[config.mk]
export PLATFORM = sky130hd
export DESIGN_NAME = id_ex_stage_flat
export DESIGN_NICKNAME = d
export VERILOG_FILES = /design/src/rtl/id_ex_stage_if.sv /design/src/rtl/id_ex_stage.sv /design/src/flat_wrapper.sv
export SDC_FILE = /design/constraint.sdc
export NUM_CORES = 1
export LEC_CHECK = 0
export CORE_AREA = 5 5 157 159
export CTS_BUF_LIST = sky130_fd_sc_hd__clkbuf_16
export DETAILED_ROUTE_END_ITERATION = 12
export DIE_AREA = 0 0 162 164
export PLACE_DENSITY_LB_ADDON = 0.2
export SYNTH_ARGS = -nofsm -noshare
export SYNTH_HDL_FRONTEND = slang
export SYNTH_SLANG_ARGS = --single-unit
[constraint.sdc]
create_clock -name clk -period 2.02 [get_ports clk]
set_input_delay 0.202 -clock clk [delete_from_list [all_inputs] [get_ports clk]]
set_output_delay 0.202 -clock clk [all_outputs]
set_load 0.05 [all_outputs]
[src/rtl/id_ex_stage_if.sv]
// ID/EX stage bus: decode fields and register-file reads coming in, bypass
// sources from EX/MEM and MEM/WB, flush from EX, and the registered EX fields
// with forwarded operands going out. The only flow control is stall: while it
// is high the producer must hold PC and IF/ID unchanged. The stage inserts a
// bubble that same cycle and accepts the held instruction once stall drops.
interface id_ex_stage_if #(
  parameter int DW     = 32,
  parameter int CTRL_W = 16
);
  logic              id_valid;
  logic [4:0]        id_rs;
  logic [4:0]        id_rt;
  logic              id_use_rs;
  logic              id_use_rt;
  logic [4:0]        id_rw;
  logic              id_we;
  logic              id_mem_read;
  logic [DW-1:0]     id_imm;
  logic [DW-1:0]     id_pc;
  logic [CTRL_W-1:0] id_ctrl;
  logic [DW-1:0]     rf_a;
  logic [DW-1:0]     rf_b;
  logic [4:0]        exm_rw;
  logic              exm_we;
  logic              exm_load;
  logic [DW-1:0]     exm_w;
  logic [4:0]        mw_rw;
  logic              mw_we;
  logic [DW-1:0]     mw_w;
  logic              flush;
  logic              stall;
  logic              ex_valid;
  logic [4:0]        ex_rs;
  logic [4:0]        ex_rt;
  logic [4:0]        ex_rw;
  logic              ex_we;
  logic              ex_mem_read;
  logic [DW-1:0]     ex_imm;
  logic [DW-1:0]     ex_pc;
  logic [CTRL_W-1:0] ex_ctrl;
  logic [DW-1:0]     ex_op_a;
  logic [DW-1:0]     ex_op_b;

  // Driver side: decode, register file, later pipeline stages
  modport master (
    output id_valid, id_rs, id_rt, id_use_rs, id_use_rt, id_rw, id_we,
           id_mem_read, id_imm, id_pc, id_ctrl, rf_a, rf_b,
           exm_rw, exm_we, exm_load, exm_w, mw_rw, mw_we, mw_w, flush,
    input  stall, ex_valid, ex_rs, ex_rt, ex_rw, ex_we, ex_mem_read,
           ex_imm, ex_pc, ex_ctrl, ex_op_a, ex_op_b
  );

  // The ID/EX stage itself
  modport slave (
    input  id_valid, id_rs, id_rt, id_use_rs, id_use_rt, id_rw, id_we,
           id_mem_read, id_imm, id_pc, id_ctrl, rf_a, rf_b,
           exm_rw, exm_we, exm_load, exm_w, mw_rw, mw_we, mw_w, flush,
    output stall, ex_valid, ex_rs, ex_rt, ex_rw, ex_we, ex_mem_read,
           ex_imm, ex_pc, ex_ctrl, ex_op_a, ex_op_b
  );
endinterface

[src/rtl/id_ex_stage.sv]
// ID/EX pipeline register with load-use stall detection and EX operand
// bypass from EX/MEM (younger) and MEM/WB (older). Register 0 never bypasses.
module id_ex_stage #(
  parameter int DW     = 32,
  parameter int CTRL_W = 16
) (
  input logic          clk,
  input logic          rst_n,
  id_ex_stage_if.slave bus
);

  logic              r_ex_valid;
  logic [4:0]        r_ex_rs;
  logic [4:0]        r_ex_rt;
  logic [4:0]        r_ex_rw;
  logic              r_ex_we;
  logic              r_ex_mem_read;
  logic [DW-1:0]     r_ex_imm;
  logic [DW-1:0]     r_ex_pc;
  logic [CTRL_W-1:0] r_ex_ctrl;
  logic [DW-1:0]     r_rf_a;
  logic [DW-1:0]     r_rf_b;

  logic          w_hazard;
  logic          w_load;
  logic [DW-1:0] w_op_a;
  logic [DW-1:0] w_op_b;

  // Load in EX whose destination is read by the instruction now in ID
  always_comb begin
    w_hazard = r_ex_valid & r_ex_mem_read & (r_ex_rw != 5'd0) & bus.id_valid &
               ((bus.id_use_rs & (bus.id_rs == r_ex_rw)) |
                (bus.id_use_rt & (bus.id_rt == r_ex_rw)));
    // A flush discards ID anyway, so there is nothing to hold
    w_load   = ~bus.flush & ~w_hazard;
  end

  assign bus.stall = w_hazard & ~bus.flush;

  // Capture ID fields every edge; flush/hazard only kill the side-effect bits
  always_ff @(posedge clk or negedge rst_n) begin
    if (!rst_n) begin
      r_ex_valid    <= 1'b0;
      r_ex_rs       <= '0;
      r_ex_rt       <= '0;
      r_ex_rw       <= '0;
      r_ex_we       <= 1'b0;
      r_ex_mem_read <= 1'b0;
      r_ex_imm      <= '0;
      r_ex_pc       <= '0;
      r_ex_ctrl     <= '0;
      r_rf_a        <= '0;
      r_rf_b        <= '0;
    end else begin
      r_ex_valid    <= w_load & bus.id_valid;
      r_ex_we       <= w_load & bus.id_valid & bus.id_we;
      r_ex_mem_read <= w_load & bus.id_valid & bus.id_mem_read;
      r_ex_rs       <= bus.id_rs;
      r_ex_rt       <= bus.id_rt;
      r_ex_rw       <= bus.id_rw;
      r_ex_imm      <= bus.id_imm;
      r_ex_pc       <= bus.id_pc;
      r_ex_ctrl     <= bus.id_ctrl;
      r_rf_a        <= bus.rf_a;
      r_rf_b        <= bus.rf_b;
    end
  end

  // Pick the youngest producer for one source; a load in EX/MEM has no data yet
  function automatic logic [DW-1:0] fwd(input logic [4:0] src, input logic [DW-1:0] rf_val);
    logic [DW-1:0] v;
    v = rf_val;
    if (src != 5'd0 && bus.exm_we && !bus.exm_load && bus.exm_rw == src)
      v = bus.exm_w;
    else if (src != 5'd0 && bus.mw_we && bus.mw_rw == src)
      v = bus.mw_w;
    return v;
  endfunction

  // Operand bypass, evaluated independently for A and B
  always_comb begin
    w_op_a = fwd(r_ex_rs, r_rf_a);
    w_op_b = fwd(r_ex_rt, r_rf_b);
  end

  assign bus.ex_valid    = r_ex_valid;
  assign bus.ex_rs       = r_ex_rs;
  assign bus.ex_rt       = r_ex_rt;
  assign bus.ex_rw       = r_ex_rw;
  assign bus.ex_we       = r_ex_we;
  assign bus.ex_mem_read = r_ex_mem_read;
  assign bus.ex_imm      = r_ex_imm;
  assign bus.ex_pc       = r_ex_pc;
  assign bus.ex_ctrl     = r_ex_ctrl;
  assign bus.ex_op_a     = w_op_a;
  assign bus.ex_op_b     = w_op_b;

endmodule
[src/flat_wrapper.sv]
// flat-port wrapper written by rule: the top's interface ports become plain ports
module id_ex_stage_flat 
#(
  parameter int DW     = 32,
  parameter int CTRL_W = 16
)
  (clk, rst_n, bus_id_valid, bus_id_rs, bus_id_rt, bus_id_use_rs, bus_id_use_rt, bus_id_rw, bus_id_we, bus_id_mem_read, bus_id_imm, bus_id_pc, bus_id_ctrl, bus_rf_a, bus_rf_b, bus_exm_rw, bus_exm_we, bus_exm_load, bus_exm_w, bus_mw_rw, bus_mw_we, bus_mw_w, bus_flush, bus_stall, bus_ex_valid, bus_ex_rs, bus_ex_rt, bus_ex_rw, bus_ex_we, bus_ex_mem_read, bus_ex_imm, bus_ex_pc, bus_ex_ctrl, bus_ex_op_a, bus_ex_op_b);
  id_ex_stage_if #(.DW(DW), .CTRL_W(CTRL_W)) bus_i ();
  input logic clk;
  input logic rst_n;
  input wire logic [$bits(bus_i.id_valid)-1:0] bus_id_valid;
  input wire logic [$bits(bus_i.id_rs)-1:0] bus_id_rs;
  input wire logic [$bits(bus_i.id_rt)-1:0] bus_id_rt;
  input wire logic [$bits(bus_i.id_use_rs)-1:0] bus_id_use_rs;
  input wire logic [$bits(bus_i.id_use_rt)-1:0] bus_id_use_rt;
  input wire logic [$bits(bus_i.id_rw)-1:0] bus_id_rw;
  input wire logic [$bits(bus_i.id_we)-1:0] bus_id_we;
  input wire logic [$bits(bus_i.id_mem_read)-1:0] bus_id_mem_read;
  input wire logic [$bits(bus_i.id_imm)-1:0] bus_id_imm;
  input wire logic [$bits(bus_i.id_pc)-1:0] bus_id_pc;
  input wire logic [$bits(bus_i.id_ctrl)-1:0] bus_id_ctrl;
  input wire logic [$bits(bus_i.rf_a)-1:0] bus_rf_a;
  input wire logic [$bits(bus_i.rf_b)-1:0] bus_rf_b;
  input wire logic [$bits(bus_i.exm_rw)-1:0] bus_exm_rw;
  input wire logic [$bits(bus_i.exm_we)-1:0] bus_exm_we;
  input wire logic [$bits(bus_i.exm_load)-1:0] bus_exm_load;
  input wire logic [$bits(bus_i.exm_w)-1:0] bus_exm_w;
  input wire logic [$bits(bus_i.mw_rw)-1:0] bus_mw_rw;
  input wire logic [$bits(bus_i.mw_we)-1:0] bus_mw_we;
  input wire logic [$bits(bus_i.mw_w)-1:0] bus_mw_w;
  input wire logic [$bits(bus_i.flush)-1:0] bus_flush;
  output wire logic [$bits(bus_i.stall)-1:0] bus_stall;
  output wire logic [$bits(bus_i.ex_valid)-1:0] bus_ex_valid;
  output wire logic [$bits(bus_i.ex_rs)-1:0] bus_ex_rs;
  output wire logic [$bits(bus_i.ex_rt)-1:0] bus_ex_rt;
  output wire logic [$bits(bus_i.ex_rw)-1:0] bus_ex_rw;
  output wire logic [$bits(bus_i.ex_we)-1:0] bus_ex_we;
  output wire logic [$bits(bus_i.ex_mem_read)-1:0] bus_ex_mem_read;
  output wire logic [$bits(bus_i.ex_imm)-1:0] bus_ex_imm;
  output wire logic [$bits(bus_i.ex_pc)-1:0] bus_ex_pc;
  output wire logic [$bits(bus_i.ex_ctrl)-1:0] bus_ex_ctrl;
  output wire logic [$bits(bus_i.ex_op_a)-1:0] bus_ex_op_a;
  output wire logic [$bits(bus_i.ex_op_b)-1:0] bus_ex_op_b;
  assign bus_i.id_valid = bus_id_valid;
  assign bus_i.id_rs = bus_id_rs;
  assign bus_i.id_rt = bus_id_rt;
  assign bus_i.id_use_rs = bus_id_use_rs;
  assign bus_i.id_use_rt = bus_id_use_rt;
  assign bus_i.id_rw = bus_id_rw;
  assign bus_i.id_we = bus_id_we;
  assign bus_i.id_mem_read = bus_id_mem_read;
  assign bus_i.id_imm = bus_id_imm;
  assign bus_i.id_pc = bus_id_pc;
  assign bus_i.id_ctrl = bus_id_ctrl;
  assign bus_i.rf_a = bus_rf_a;
  assign bus_i.rf_b = bus_rf_b;
  assign bus_i.exm_rw = bus_exm_rw;
  assign bus_i.exm_we = bus_exm_we;
  assign bus_i.exm_load = bus_exm_load;
  assign bus_i.exm_w = bus_exm_w;
  assign bus_i.mw_rw = bus_mw_rw;
  assign bus_i.mw_we = bus_mw_we;
  assign bus_i.mw_w = bus_mw_w;
  assign bus_i.flush = bus_flush;
  assign bus_stall = bus_i.stall;
  assign bus_ex_valid = bus_i.ex_valid;
  assign bus_ex_rs = bus_i.ex_rs;
  assign bus_ex_rt = bus_i.ex_rt;
  assign bus_ex_rw = bus_i.ex_rw;
  assign bus_ex_we = bus_i.ex_we;
  assign bus_ex_mem_read = bus_i.ex_mem_read;
  assign bus_ex_imm = bus_i.ex_imm;
  assign bus_ex_pc = bus_i.ex_pc;
  assign bus_ex_ctrl = bus_i.ex_ctrl;
  assign bus_ex_op_a = bus_i.ex_op_a;
  assign bus_ex_op_b = bus_i.ex_op_b;
  id_ex_stage #(.DW(DW), .CTRL_W(CTRL_W)) u_core (.clk(clk), .rst_n(rst_n), .bus(bus_i));
endmodule
======== Word-level counts from Yosys, hierarchy flattened ========
Cells that the tools add are included.
word-level totals
  bits in registers ....................... 162
  word-level logic and storage cells ...... 49
operators by class
  eq/ne operators ......................... 6
  multiplexer cells ....................... 4
  bitwise logic cells ..................... 14
  reduce and logical (&&, ||, !) cells .... 14
operators with widths
  cell                 number
  2-to-1 mux 32 bit    4
  equality test 5 bit  6
  nonzero test 5 bit   3
  bitwise AND 1 bit    11
  logical AND 1 bit    10
  NOT 1 bit            2
  logical NOT 1 bit    1
  bitwise OR 1 bit     1

======== Depth between registers and ports, before layout ========
Gate-level depths: netlist of the first run.
  word-level depth ........................ 8
  mapped depth ............................ 7
  depth with buffers taken out ............ 5

======== Least setup slack after synthesis of the first run ========
No wires, ideal clock.
  kind .................................... register to output
  start point ............................. register u_core.r_ex_rs[0], in the netlist u_core.bus.ex_rs[0]
  end point ............................... output port bus_ex_op_a[10]
  arrival time ............................ 2554 ps
  required time ........................... 1818 ps
  path slack .............................. -736 ps
  stages on the path, launching flop included .. 8
  buffers on the path ..................... 2
  cell sequence ........................... dfrtp_1 or4_4 o211ai_2 or3_1 buf_6 buf_12 nand2_1 a21oi_1
on the way
  longest elaborated chain between the ends .. 5
RTL lines
  what                                                           RTL line                              text
  start, declared                                                id_ex_stage.sv:13                     logic [4:0] r_ex_rs;
  start signal, assigned                                         id_ex_stage.sv:58                     r_ex_rs <= bus.id_rs;
  nonzero test 5 bit                                             id_ex_stage.sv:73, id_ex_stage.sv:75
  logical AND 1 bit (on tied branches) (2 in series)             id_ex_stage.sv:75, id_ex_stage.sv:73
  2-to-1 mux 32 bit / logical AND 1 bit (equally long branches)  id_ex_stage.sv:75, id_ex_stage.sv:73
  2-to-1 mux 32 bit (*)                                          id_ex_stage.sv:73                     if (src != 5'd0 && bus.exm_we && !bus.exm_load && bus.exm_rw == src)
  end, declared                                                  flat_wrapper.sv:42                    output wire logic [$bits(bus_i.ex_op_a)-1:0] bus_ex_op_a;
Mark *: on every way between the ends. The rest lies on a longest branch, timed or not.

======== Worst setup path in the final report of the first run ========
  start point ............................. register u_core.r_ex_rs[0], in the netlist u_core.bus.ex_rs[0]
  end point ............................... output port bus_ex_op_a[3]
Same word-level chain as after synthesis.

==> qor.txt, run 1 <==
=================================================================================
Post-route setup slack                                                    -694 ps
Global-route wire length before repair                                   39100 µm
Number of cells on the worst hold path                                          1
Unrepaired setup endpoints after global routing                              true
Violated checks                                                      negative setup slack
Global route total overflow                                                     0
Largest family of logic cells by synthesized area                    simple AND/OR/NAND/NOR gates
Arrival @ worst endpoint                                                  2510 ps
Register-to-Register Path Depth                                                 5
Flip-flop and latch count after synthesis                                     162
Layout Cells excl Fill                                                       1229
Worst-path cell chain                                                or4_4 > o211ai_4 > or3_4 > buf_6 > buf_16 > nand2_2 > a21oi_4 > buf_12
Clock tree from TritonCTS                                                   built
Std-Cell Core Area                                                     0.0231 mm²
Kind of critical path                                                     reg2out
Compound-gate portion of the synthesized area                               8.21%
Critical register-to-register path startpoint                        u_core.bus.ex_rw[0]$_DFF_PN0_
Total Wirelength                                                         27500 µm
Boundary pin count                                                            407
Vias                                                                         5436
Slew @ Worst Pin                                                           590 ps
Final HPWL DP                                                            20300 µm
Final critical-path share of the clock period                                134%
Number of global-route vias before repair                                    6081
Tightest Hold Check Type                                                   in2reg
Slew Limit Fails                                                                0
Total count of hold-check failures in the final report                          0
Number of flops mapped to enable cells by yosys                                 0
Largest net degree at the start of global routing                              51
DRC                                                                             0
Site Rows                                                                      56
Slack of the worst reg-to-reg path                                         400 ps
Post-layout minimum cycle time                                            2710 ps
Highest-count cells in the layout ignoring fill and taps             339 x sky130_fd_sc_hd__clkdlybuf4s50_1, 149 x sky130_fd_sc_hd__dfrtp_1, 74 x sky130_fd_sc_hd__a21oi_4, 73 x sky130_fd_sc_hd__buf_12, 46 x sky130_fd_sc_hd__nor2_1
Depth of the CTS H-tree                                                         4
Power per standard cell area                                           663 mW/mm²
Largest fanout of any net on the critical path                                  7
I/O Buffers                                                                   406
Clock tree root buffer cell                                          sky130_fd_sc_hd__clkbuf_16
Gate count after technology mapping                                           464
Max Clock Freq                                                          0.368 GHz
Maximum single-stage delay on the critical path                            570 ps
Adder-Cell Fraction of Synth Area                                              0%
Number of nets with antenna violations after detailed routing                   0
Die footprint                                                          0.0266 mm²
YS warnings                                                                     0
Multiplexer fraction of the synthesized cell area                           6.28%
Leakage Power                                                             5.44 nW
Initial standard-cell utilization of the core                               25.5%
Total negative setup slack                                              -38780 ps
VDD IR-drop max                                                          0.590 mV
Router iterations before antenna repair                                         5
XOR/XNOR Fraction of Synth Area                                             4.46%
Most common cell after layout, fill and taps aside                   sky130_fd_sc_hd__clkdlybuf4s50_1
Fraction of final layout cells with drive strength greater than 1           37.9%
Share of synthesized cell area in and, or, nand and nor gates               9.11%
Kind of capture point of the worst setup path                        primary output
Final core occ                                                              59.7%
Final standard cell area without fillers                               0.0138 mm²
Avg Cell Area, Syn                                                       12.7 µm²
Max-cap violations                                                              0
Worst Clk Skew                                                            8.33 ps
Width of the die                                                           162 µm
Post-Place Cell Area                                                   0.0121 mm²
Number of antenna violations at the first check in global routing               0
Count of fill cells added during filler insertion                            1831
Most instantiated flip-flop cell in the synthesis netlist            sky130_fd_sc_hd__dfrtp_1
Global-route usage over all layers                                          20.2%
Starting DRC count in detailed routing                                        100
Total Nets Final                                                             1170
Number of buffers on the longest clock path                                     2
Die height                                                                 164 µm
Launching element of the worst setup path                            u_core.bus.ex_rs[0]$_DFF_PN0_
Area added between synthesis and finish                                      134%
Syn Std Cell Area                                                     0.00589 mm²
Total power draw                                                          9.14 mW
Number of vias per cell after detailed routing                               4.42
TritonCTS sink count                                                          162
Clock latency at the later pin of the worst-skew pair                      420 ps
Outcome                                                              complete, but fails checks
Number of nets produced by synthesis                                          708
Cell count after placement                                                   1182
Async set or reset register ratio after synthesis                            100%
Number of buffers added by the clock tree synthesis step                       17
Placer Congestion                                                           0.837
Unique cell type count in the Yosys netlist                                    28
Proportion of synthesized chip area in sequential cells                     68.8%
Min-Delay Startpoint                                                 bus_id_ctrl[3]
CP Launch Type                                                           register
CP Data Required Time                                                     1820 ps
Worst path slowest cell                                              sky130_fd_sc_hd__or4_4
Diodes inserted                                                                 0
Number of failing setup endpoints in the final timing report                   65
Wire length per cell after detailed routing                               22.4 µm
Clock slew seen by the registers of the worst setup and hold paths          80 ps
Slew margin rel.                                                            60.5%
=================================================================================
[kinds of logic after synthesis]
group	count (synthesis)
mux	37
compound gates	94
flops	162
simple gates	119
buf+inv	22
xor+xnor	30
[Yosys cell counts (all sizes together), types with 3 or more instances]
library cell	instances	area (µm²)
nor2	67	254
nand2	29	109
a21oi	91	455
xor2	10	87.6
mux2i	37	370
buf	18	171
dfrtp	162	4050
or4	3	26.3
nor4	3	33.8
or3	4	25.0
clkbuf	4	15.0
nand4	3	18.8
xnor2	20	175
[critical path: cells and delay by family (launching register included)]
family | cells | cell delay [ps]
AOI/OAI and AO/OA | 2 | 400
buffers and inverters | 3 | 430
DFF | 1 | 400
and+or+nand+nor | 3 | 860
[registers in the layout, indices dropped and copies added, names as in the netlist]
signal / count
u_core.bus.ex_rt: 5
u_core.bus.ex_mem_read: 1
u_core.r_rf_a: 32
u_core.bus.ex_valid: 1
u_core.bus.ex_rs: 5
u_core.bus.ex_we: 1
u_core.r_rf_b: 32
u_core.bus.ex_pc: 32
u_core.bus.ex_rw: 5
u_core.bus.ex_ctrl: 16
u_core.bus.ex_imm: 32
[repair_timing]
action | 4_1_cts | 5_1_grt
hold endpoints to repair | 44 | 0
pin swaps | 23 | 23
setup buffers | 5 | 3
cloned | 6 | 3
setup endpoints to repair | 65 | 66
gates resized for setup | 121 | 55
hold buffers | 1 | 0
[per-layer routing]
layer | up-vias | global-route usage [%] | share of wire [%]
met5 | - | 0 | 0
met4 | 0 | 3.88 | 0.89
met3 | 13 | 9.84 | 11
met2 | 237 | 36.5 | 53
met1 | 2686 | 21.7 | 35
li1 | 2500 | - | -
[through the flow]
| step | worst slack (ps) | hold WS, ps |
|---|---|---|
| after floorplan | -244 | -93.6 |
| after global placement | -416 | 205 |
| after detailed placement | -454 | 207 |
| after CTS | -715 | 185 |
| after global routing | -772 | 173 |
| final | -694 | 204 |
[power breakdown]
part	switching, mW	internal [mW]	total (mW)
registers	0.0827	3.41	3.49
clock network	1.55	1.66	3.21
logic	1.25	1.20	2.44
[final cells by class]
cell class | instances | area [µm²] | share of cell area, %
Clock buffer | 17 | 425 | 3.08
Clock inverter | 15 | 164 | 1.19
Multi-Input combinational cell | 280 | 3260 | 23.6
Sequential cell | 162 | 4070 | 29.5
Tap cell | 290 | 363 | 2.63
Timing Repair Buffer | 465 | 5520 | 40.0
[final timing paths]
check / end
max: bus_ex_op_a[3]
min: u_core.bus.ex_ctrl[3]$_DFF_PN0_
max reg2reg: u_core.bus.ex_mem_read$_DFF_PN0_
min reg2reg: u_core.bus.ex_valid$_DFF_PN0_
max in group asynchronous: u_core.bus.ex_imm[9]$_DFF_PN0_
min in group asynchronous: u_core.r_rf_b[27]$_DFF_PN0_
No activity file was read; power rests on OpenSTA's default activity.
==> run 2, diff against run 1 <==
--- a/config.mk
+++ b/config.mk
@@ -5,10 +5,11 @@
 export SDC_FILE = /design/constraint.sdc
 export NUM_CORES = 1
 export LEC_CHECK = 0
-export CORE_AREA = 5 5 157 159
+export ABC_AREA = 1
+export CORE_AREA = 5 5 153 155
 export CTS_BUF_LIST = sky130_fd_sc_hd__clkbuf_16
 export DETAILED_ROUTE_END_ITERATION = 12
-export DIE_AREA = 0 0 162 164
+export DIE_AREA = 0 0 158 160
 export PLACE_DENSITY_LB_ADDON = 0.2
 export SYNTH_ARGS = -nofsm -noshare
 export SYNTH_HDL_FRONTEND = slang
==> qor.txt, run 2 <==
=================================================================================
Post-synth top cells                                                 202 x sky130_fd_sc_hd__nand2_1, 200 x sky130_fd_sc_hd__nand3_1, 162 x sky130_fd_sc_hd__dfrtp_1, 126 x sky130_fd_sc_hd__inv_1, 21 x sky130_fd_sc_hd__nor2_1
Largest fanout of any net on the critical path                                 10
Avg Cell Area, Syn                                                       8.76 µm²
Fraction of final layout cells with drive strength greater than 1           24.4%
Most common cell after layout, fill and taps aside                   sky130_fd_sc_hd__clkdlybuf4s50_1
Cell count after placement                                                   1467
TritonCTS sink count                                                          162
Unique cell type count in the Yosys netlist                                    21
I/O Buffers                                                                   406
Total count of hold-check failures in the final report                          0
Sequential standard cell area                                         0.00406 mm²
Initial standard-cell utilization of the core                               31.7%
Outcome                                                              complete, but fails checks
Die height                                                                 160 µm
Final HPWL DP                                                            22300 µm
Total negative setup slack                                              -13400 ps
Tightest hold margin                                                       203 ps
Top cells by area, synth                                             sky130_fd_sc_hd__dfrtp_1 59%, sky130_fd_sc_hd__nand3_1 15%, sky130_fd_sc_hd__nand2_1 11%
Kind of capture point of the worst setup path                        primary output
Clock latency at the later pin of the worst-skew pair                      420 ps
Global-route wire length before repair                                   42700 µm
Depth of the CTS H-tree                                                         4
Worst-path cell chain                                                inv_2 > nand2_1 > nand2_1 > nand3_2 > nor2_4 > nand2_4 > clkbuf_16 > nand2_1 > nand3_1 > nand2_1 > buf_6
Flip-flop and latch count after synthesis                                     162
Site Rows                                                                      54
Area added between synthesis and finish                                     93.9%
Most frequently used cell type in the post-synthesis netlist         sky130_fd_sc_hd__nand2_1
Post-layout minimum cycle time                                            2260 ps
Clock slew seen by the registers of the worst setup and hold paths          80 ps
Largest net degree at the start of global routing                              57
Boundary pin count                                                            407
Syn Std Cell Area                                                     0.00688 mm²
Unrepaired setup endpoints after global routing                              true
Tightest Hold Check Type                                                   in2reg
Placer Congestion                                                           0.881
Leakage Power                                                             6.41 nW
Clock tree from TritonCTS                                                   built
Router iterations before antenna repair                                         5
Number of buffers on the longest clock path                                     2
Slew @ Worst Pin                                                           610 ps
Highest-count cells in the layout ignoring fill and taps             339 x sky130_fd_sc_hd__clkdlybuf4s50_1, 161 x sky130_fd_sc_hd__nand3_1, 155 x sky130_fd_sc_hd__dfrtp_1, 129 x sky130_fd_sc_hd__nand2_1, 125 x sky130_fd_sc_hd__inv_1
Total Wirelength                                                         30300 µm
CP Launch Type                                                           register
Total power draw                                                          9.21 mW
Most instantiated flip-flop cell in the synthesis netlist            sky130_fd_sc_hd__dfrtp_1
Max-cap violations                                                              0
DRC                                                                             0
Clock tree root buffer cell                                          sky130_fd_sc_hd__clkbuf_16
Vias                                                                         7085
CP Data Required Time                                                     1820 ps
Count of fill cells added during filler insertion                            1845
Library cell with the largest summed area after synthesis            sky130_fd_sc_hd__dfrtp_1
Worst Clk Skew                                                            9.04 ps
Number of antenna violations at the first check in global routing               3
Std-Cell Core Area                                                     0.0217 mm²
Number of global-route vias before repair                                    7244
Proportion of synthesized chip area in sequential cells                     59.0%
Post-route setup slack                                                    -244 ps
Die footprint                                                          0.0253 mm²
Final core occ                                                              61.5%
Max Clock Freq                                                          0.442 GHz
Width of the die                                                           158 µm
Final critical-path share of the clock period                                112%
Cell family with the largest share of critical-path delay            simple AND/OR/NAND/NOR gates
Footprint of the multi-input gates                                    0.00251 mm²
Layout Cells excl Fill                                                       1525
Number of nets with antenna violations after detailed routing                   0
Maximum single-stage delay on the critical path                            450 ps
Kind of critical path                                                     reg2out
Worst path slowest cell                                              sky130_fd_sc_hd__dfrtp_2
Starting DRC count in detailed routing                                        385
Number of flops mapped to enable cells by yosys                                 0
Total Nets Final                                                             1473
Number of failing setup endpoints in the final timing report                   64
Wire length per cell after detailed routing                               19.9 µm
Global route total overflow                                                     0
Gate count after technology mapping                                           785
Slew Limit Fails                                                                0
Power per standard cell area                                           691 mW/mm²
Most frequent CP cell                                                sky130_fd_sc_hd__nand2_1
Global-route usage over all layers                                          22.5%
Synth top area share                                                        59.0%
Number of nets produced by synthesis                                         1029
YS warnings                                                                     0
Async set or reset register ratio after synthesis                            100%
VDD IR-drop max                                                          0.551 mV
Slew margin rel.                                                            59.2%
Buffers plus inverters on the worst setup path                                  3
Arrival @ worst endpoint                                                  2060 ps
Number of buffers added by the clock tree synthesis step                       17
Violated checks                                                      negative setup slack
Number of vias per cell after detailed routing                               4.65
=================================================================================
run 2: cells by family (layout without fill, tap and decap cells):
logic type	after synthesis	in the layout	synth area share [%]
compound gates	5	5	0.364
xor+xnor	4	4	0.510
buf+inv	174	631	11.2
flops	162	162	59.0
other cells	0	3	0
simple gates	440	440	29.0
run 2: report_power, final:
group / switching [mW] / internal (mW) / leakage [nW]
sequential: 0.0600 / 3.40 / 1.89
combinational: 1.38 / 1.10 / 4.22
clock: 1.58 / 1.68 / 0.296
total: 3.02 / 6.19 / 6.41
run 2: layout make-up:
class,instances,share of cell area (%)
Antenna cell,3,0.0563
Clock buffer,17,3.19
Clock inverter,15,1.39
Inverter,137,3.86
Multi-Input combinational cell,449,18.8
Sequential cell,162,30.5
Tap cell,280,2.63
Timing Repair Buffer,462,39.6
run 2: layer usage:
metal / global-route usage (%) / part of all wire [%] / wire length [µm]
met5: 0 / 0 / 0
met4: 6.79 / 2.5 / 770
met3: 7.71 / 11 / 3340
met2: 40.5 / 52 / 15800
met1: 24.7 / 34 / 10400
run 2: final timing paths:
kind	startpoint	endpoint	slack, ps	depth (start not counted)
min reg2reg	u_core.bus.ex_mem_read$_DFF_PN0_	u_core.bus.ex_valid$_DFF_PN0_	750	5
min in group asynchronous	rst_n	u_core.r_rf_b[11]$_DFF_PN0_	330	2
max in group asynchronous	rst_n	u_core.r_rf_a[29]$_DFF_PN0_	930	3
max	u_core.bus.ex_rt[2]$_DFF_PN0_	bus_ex_op_b[26]	-240	11
max reg2reg	u_core.bus.ex_rw[4]$_DFF_PN0_	u_core.bus.ex_we$_DFF_PN0_	830	9
min	bus_id_imm[1]	u_core.bus.ex_imm[1]$_DFF_PN0_	200	1
run 2: metrics by stage:
step | cell area [µm²] | setup slack [ps]
floorplan | 6880 | 6.96
global placement | 11700 | -136
detailed placement | 11700 | -136
CTS | 12700 | -249
global route | 13300 | -345
finish | 13300 | -244
run 2: worst register-to-register path: stages (launching register included):
cell                      delay [ps]
sky130_fd_sc_hd__dfrtp_1         390
sky130_fd_sc_hd__inv_1            90
sky130_fd_sc_hd__nand2_1          70
sky130_fd_sc_hd__nand2_1          50
sky130_fd_sc_hd__nor2_1          120
sky130_fd_sc_hd__nand3_1          70
sky130_fd_sc_hd__nand2_1          70
sky130_fd_sc_hd__nand2_1          80
sky130_fd_sc_hd__nand2_1         100
sky130_fd_sc_hd__nor2_1           50
run 2: what timing repair did:
action | in CTS | in global routing
gates resized for setup | 105 | 93
endpoints found under the setup margin | 64 | 65
gates cloned | 1 | 8
pin swaps | 7 | 28
hold buffers | 1 | 0
endpoints found under the hold margin | 53 | 0
setup buffers | 3 | 11
==> run 3, diff against run 2 <==
--- a/config.mk
+++ b/config.mk
@@ -10,7 +10,9 @@
 export CTS_BUF_LIST = sky130_fd_sc_hd__clkbuf_16
 export DETAILED_ROUTE_END_ITERATION = 12
 export DIE_AREA = 0 0 158 160
+export MAX_ROUTING_LAYER = met4
 export PLACE_DENSITY_LB_ADDON = 0.2
+export REMOVE_ABC_BUFFERS = 1
 export SYNTH_ARGS = -nofsm -noshare
 export SYNTH_HDL_FRONTEND = slang
 export SYNTH_SLANG_ARGS = --single-unit
==> qor.txt, run 3 (synthesis results as in run 2) <==
=================================================================================
Number of antenna violations at the first check in global routing               2
Vias                                                                         7400
VDD IR-drop max                                                          0.527 mV
CP Data Required Time                                                     1820 ps
Slack of the worst reg-to-reg path                                         830 ps
Site Rows                                                                      54
Kind of critical path                                                     reg2out
Wire length per cell after detailed routing                               20.8 µm
Clock tree from TritonCTS                                                   built
Worst Clk Skew                                                            9.39 ps
Maximum single-stage delay on the critical path                            440 ps
Max-cap violations                                                              0
Worst path slowest cell                                              sky130_fd_sc_hd__dfrtp_2
Global-route usage over all layers                                          22.9%
Placer Congestion                                                           0.914
Boundary pin count                                                            407
Area added between synthesis and finish                                      105%
Die height                                                                 160 µm
Cell family with the largest share of critical-path delay            simple AND/OR/NAND/NOR gates
Number of global-route vias before repair                                    7297
TritonCTS sink count                                                          162
Violated checks                                                      negative setup slack
Layout Cells excl Fill                                                       1528
Tightest hold margin                                                       204 ps
Number of buffers added by the clock tree synthesis step                       17
Die footprint                                                          0.0253 mm²
Top layer reached by signal wires                                            met4
Total Wirelength                                                         31800 µm
Clock latency at the later pin of the worst-skew pair                      430 ps
Kind of capture point of the worst setup path                        primary output
Slew Limit Fails                                                                0
Most common cell after layout, fill and taps aside                   sky130_fd_sc_hd__clkdlybuf4s50_1
Clock tree root buffer cell                                          sky130_fd_sc_hd__clkbuf_16
Number of failing setup endpoints in the final timing report                   64
Unrepaired setup endpoints after global routing                              true
Std-Cell Core Area                                                     0.0217 mm²
Worst-path cell chain                                                buf_6 > nand2_4 > nand2_2 > nor2_2 > nand2_2 > nor2_4 > buf_12 > nand3_1 > nand2_2 > buf_12
Number of cells on the worst hold path                                          1
Global route total overflow                                                     0
Post-placement worst setup slack                                          -196 ps
Width of the die                                                           158 µm
Most frequent CP cell                                                sky130_fd_sc_hd__nand2_2
Router iterations before antenna repair                                         5
Final HPWL DP                                                            21800 µm
Total count of hold-check failures in the final report                          0
Slew margin rel.                                                            60.3%
Post-layout minimum cycle time                                            2340 ps
Routed length on met2                                                    16200 µm
Combinational fraction of design power                                      28.1%
Outcome                                                              complete, but fails checks
End point of the critical path                                       bus_ex_op_a[3]
Clock share of power                                                        34.8%
Largest fanout of any net on the critical path                                 16
Buffers plus inverters on the worst setup path                                  3
Largest net degree at the start of global routing                              56
Cell count after placement                                                   1467
Register-to-Register Path Depth                                                 9
Arrival @ worst endpoint                                                  2140 ps
CP Launch Type                                                           register
Clock slew seen by the registers of the worst setup and hold paths          70 ps
Power per standard cell area                                           663 mW/mm²
Initial standard-cell utilization of the core                               31.7%
Sw Pwr                                                                    3.01 mW
Final critical-path share of the clock period                                116%
Tightest Hold Check Type                                                   in2reg
Levels on crit path                                                            10
Critical register-to-register path startpoint                        u_core.bus.ex_rw[4]$_DFF_PN0_
I/O Buffers                                                                   406
Leakage Power                                                             6.60 nW
Global-route wire length before repair                                   42500 µm
DRC                                                                             0
Total Nets Final                                                             1478
Fraction of final layout cells with drive strength greater than 1           32.7%
Number of buffers on the longest clock path                                     2
Share of total power in sequential cells                                    37.1%
Met1 routed wirelength after detailed routing                            10600 µm
Cell internal pwr                                                         6.34 mW
Met3 Wirelength                                                           3640 µm
Number of vias per cell after detailed routing                               4.84
Switching share of power                                                    32.2%
Slew @ Worst Pin                                                           594 ps
Total negative setup slack                                              -15860 ps
Highest-count cells in the layout ignoring fill and taps             338 x sky130_fd_sc_hd__clkdlybuf4s50_1, 155 x sky130_fd_sc_hd__dfrtp_1, 125 x sky130_fd_sc_hd__inv_1, 102 x sky130_fd_sc_hd__nand2_1, 98 x sky130_fd_sc_hd__nand3_1
Depth of the CTS H-tree                                                         4
Number of nets with antenna violations after detailed routing                   0
Launching element of the worst setup path                            u_core.bus.ex_rs[3]$_DFF_PN0_
Post-route setup slack                                                    -324 ps
Starting DRC count in detailed routing                                        607
Max Clock Freq                                                          0.427 GHz
Capture point of the worst reg-to-reg path                           u_core.bus.ex_mem_read$_DFF_PN0_
=================================================================================
-- run 3: how the worst min path moves through the flow --
| stage | start | end | slack [ps] |
|---|---|---|---|
| 6_report | bus_id_rw[1] | u_core.bus.ex_rw[1]$_DFF_PN0_ | 200 |
| 5_1_grt | bus_id_pc[0] | u_core.bus.ex_pc[0]$_DFF_PN0_ | 180 |
| 4_1_cts | bus_id_imm[7] | u_core.bus.ex_imm[7]$_DFF_PN0_ | 190 |
| 3_5_place_dp | rst_n | u_core.r_rf_a[15]$_DFF_PN0_ | 120 |
| 3_3_place_gp | rst_n | u_core.r_rf_a[15]$_DFF_PN0_ | 110 |
| 2_1_floorplan | rst_n | u_core.bus.ex_ctrl[0]$_DFF_PN0_ | -90 |
-- run 3: metal layers --
| metal | vias up | GRT usage, % |
|---|---|---|
| met5 | - | - |
| met4 | 0 | 8.30 |
| met3 | 105 | 8.12 |
| met2 | 483 | 38.5 |
| met1 | 3467 | 25.1 |
| li1 | 3345 | - |
-- run 3: layout make-up --
| type | instances | area [µm²] |
|---|---|---|
| well taps | 280 | 350 |
| multi-input cells | 449 | 3100 |
| inverters | 137 | 514 |
| repair buffers | 467 | 5470 |
| clock inverters | 14 | 169 |
| clock buffers | 17 | 425 |
| fillers | 1672 | 7590 |
| flip-flops and latches | 162 | 4060 |
| diodes | 2 | 5.00 |
-- run 3: power by group through the flow --
stage | registers [mW] | clock network (mW) | logic, mW
after floorplan | 3.88 | 0 | 0.649
after global placement | 3.52 | 0 | 2.28
after detailed placement | 3.53 | 0 | 2.29
after CTS | 3.47 | 3.34 | 2.44
after global routing | 3.49 | 3.48 | 2.75
final | 3.47 | 3.25 | 2.63
-- run 3: worst reg2reg max path, stage by stage (launching register included) --
cell and delay [ps]:
sky130_fd_sc_hd__dfrtp_1 390, sky130_fd_sc_hd__inv_1 90, sky130_fd_sc_hd__nand2_1 60, sky130_fd_sc_hd__nand2_1 50, sky130_fd_sc_hd__nor2_1 120, sky130_fd_sc_hd__nand3_1 80
sky130_fd_sc_hd__nand2_1 70, sky130_fd_sc_hd__nand2_1 80, sky130_fd_sc_hd__nand2_1 110, sky130_fd_sc_hd__nor2_1 50
-- run 3: timing repair --
item | CTS | global route
setup buffers | 11 | 2
endpoints found under the setup margin | 64 | 65
hold buffers | 1 | 0
endpoints found under the hold margin | 26 | 0
resized for setup | 143 | 193
pin swaps | 22 | 43
gates cloned | 4 | 10
-- run 3: stage by stage --
stage | util, % | power (mW) | instance area, µm²
after floorplan | - | 4.53 | 6620
after detailed placement | 54.0 | 5.82 | 11700
final | 65.0 | 9.35 | 14100
after global routing | 65.0 | 9.72 | 14100
after global placement | 54.0 | 5.80 | 11700
after CTS | 60.0 | 9.25 | 13000
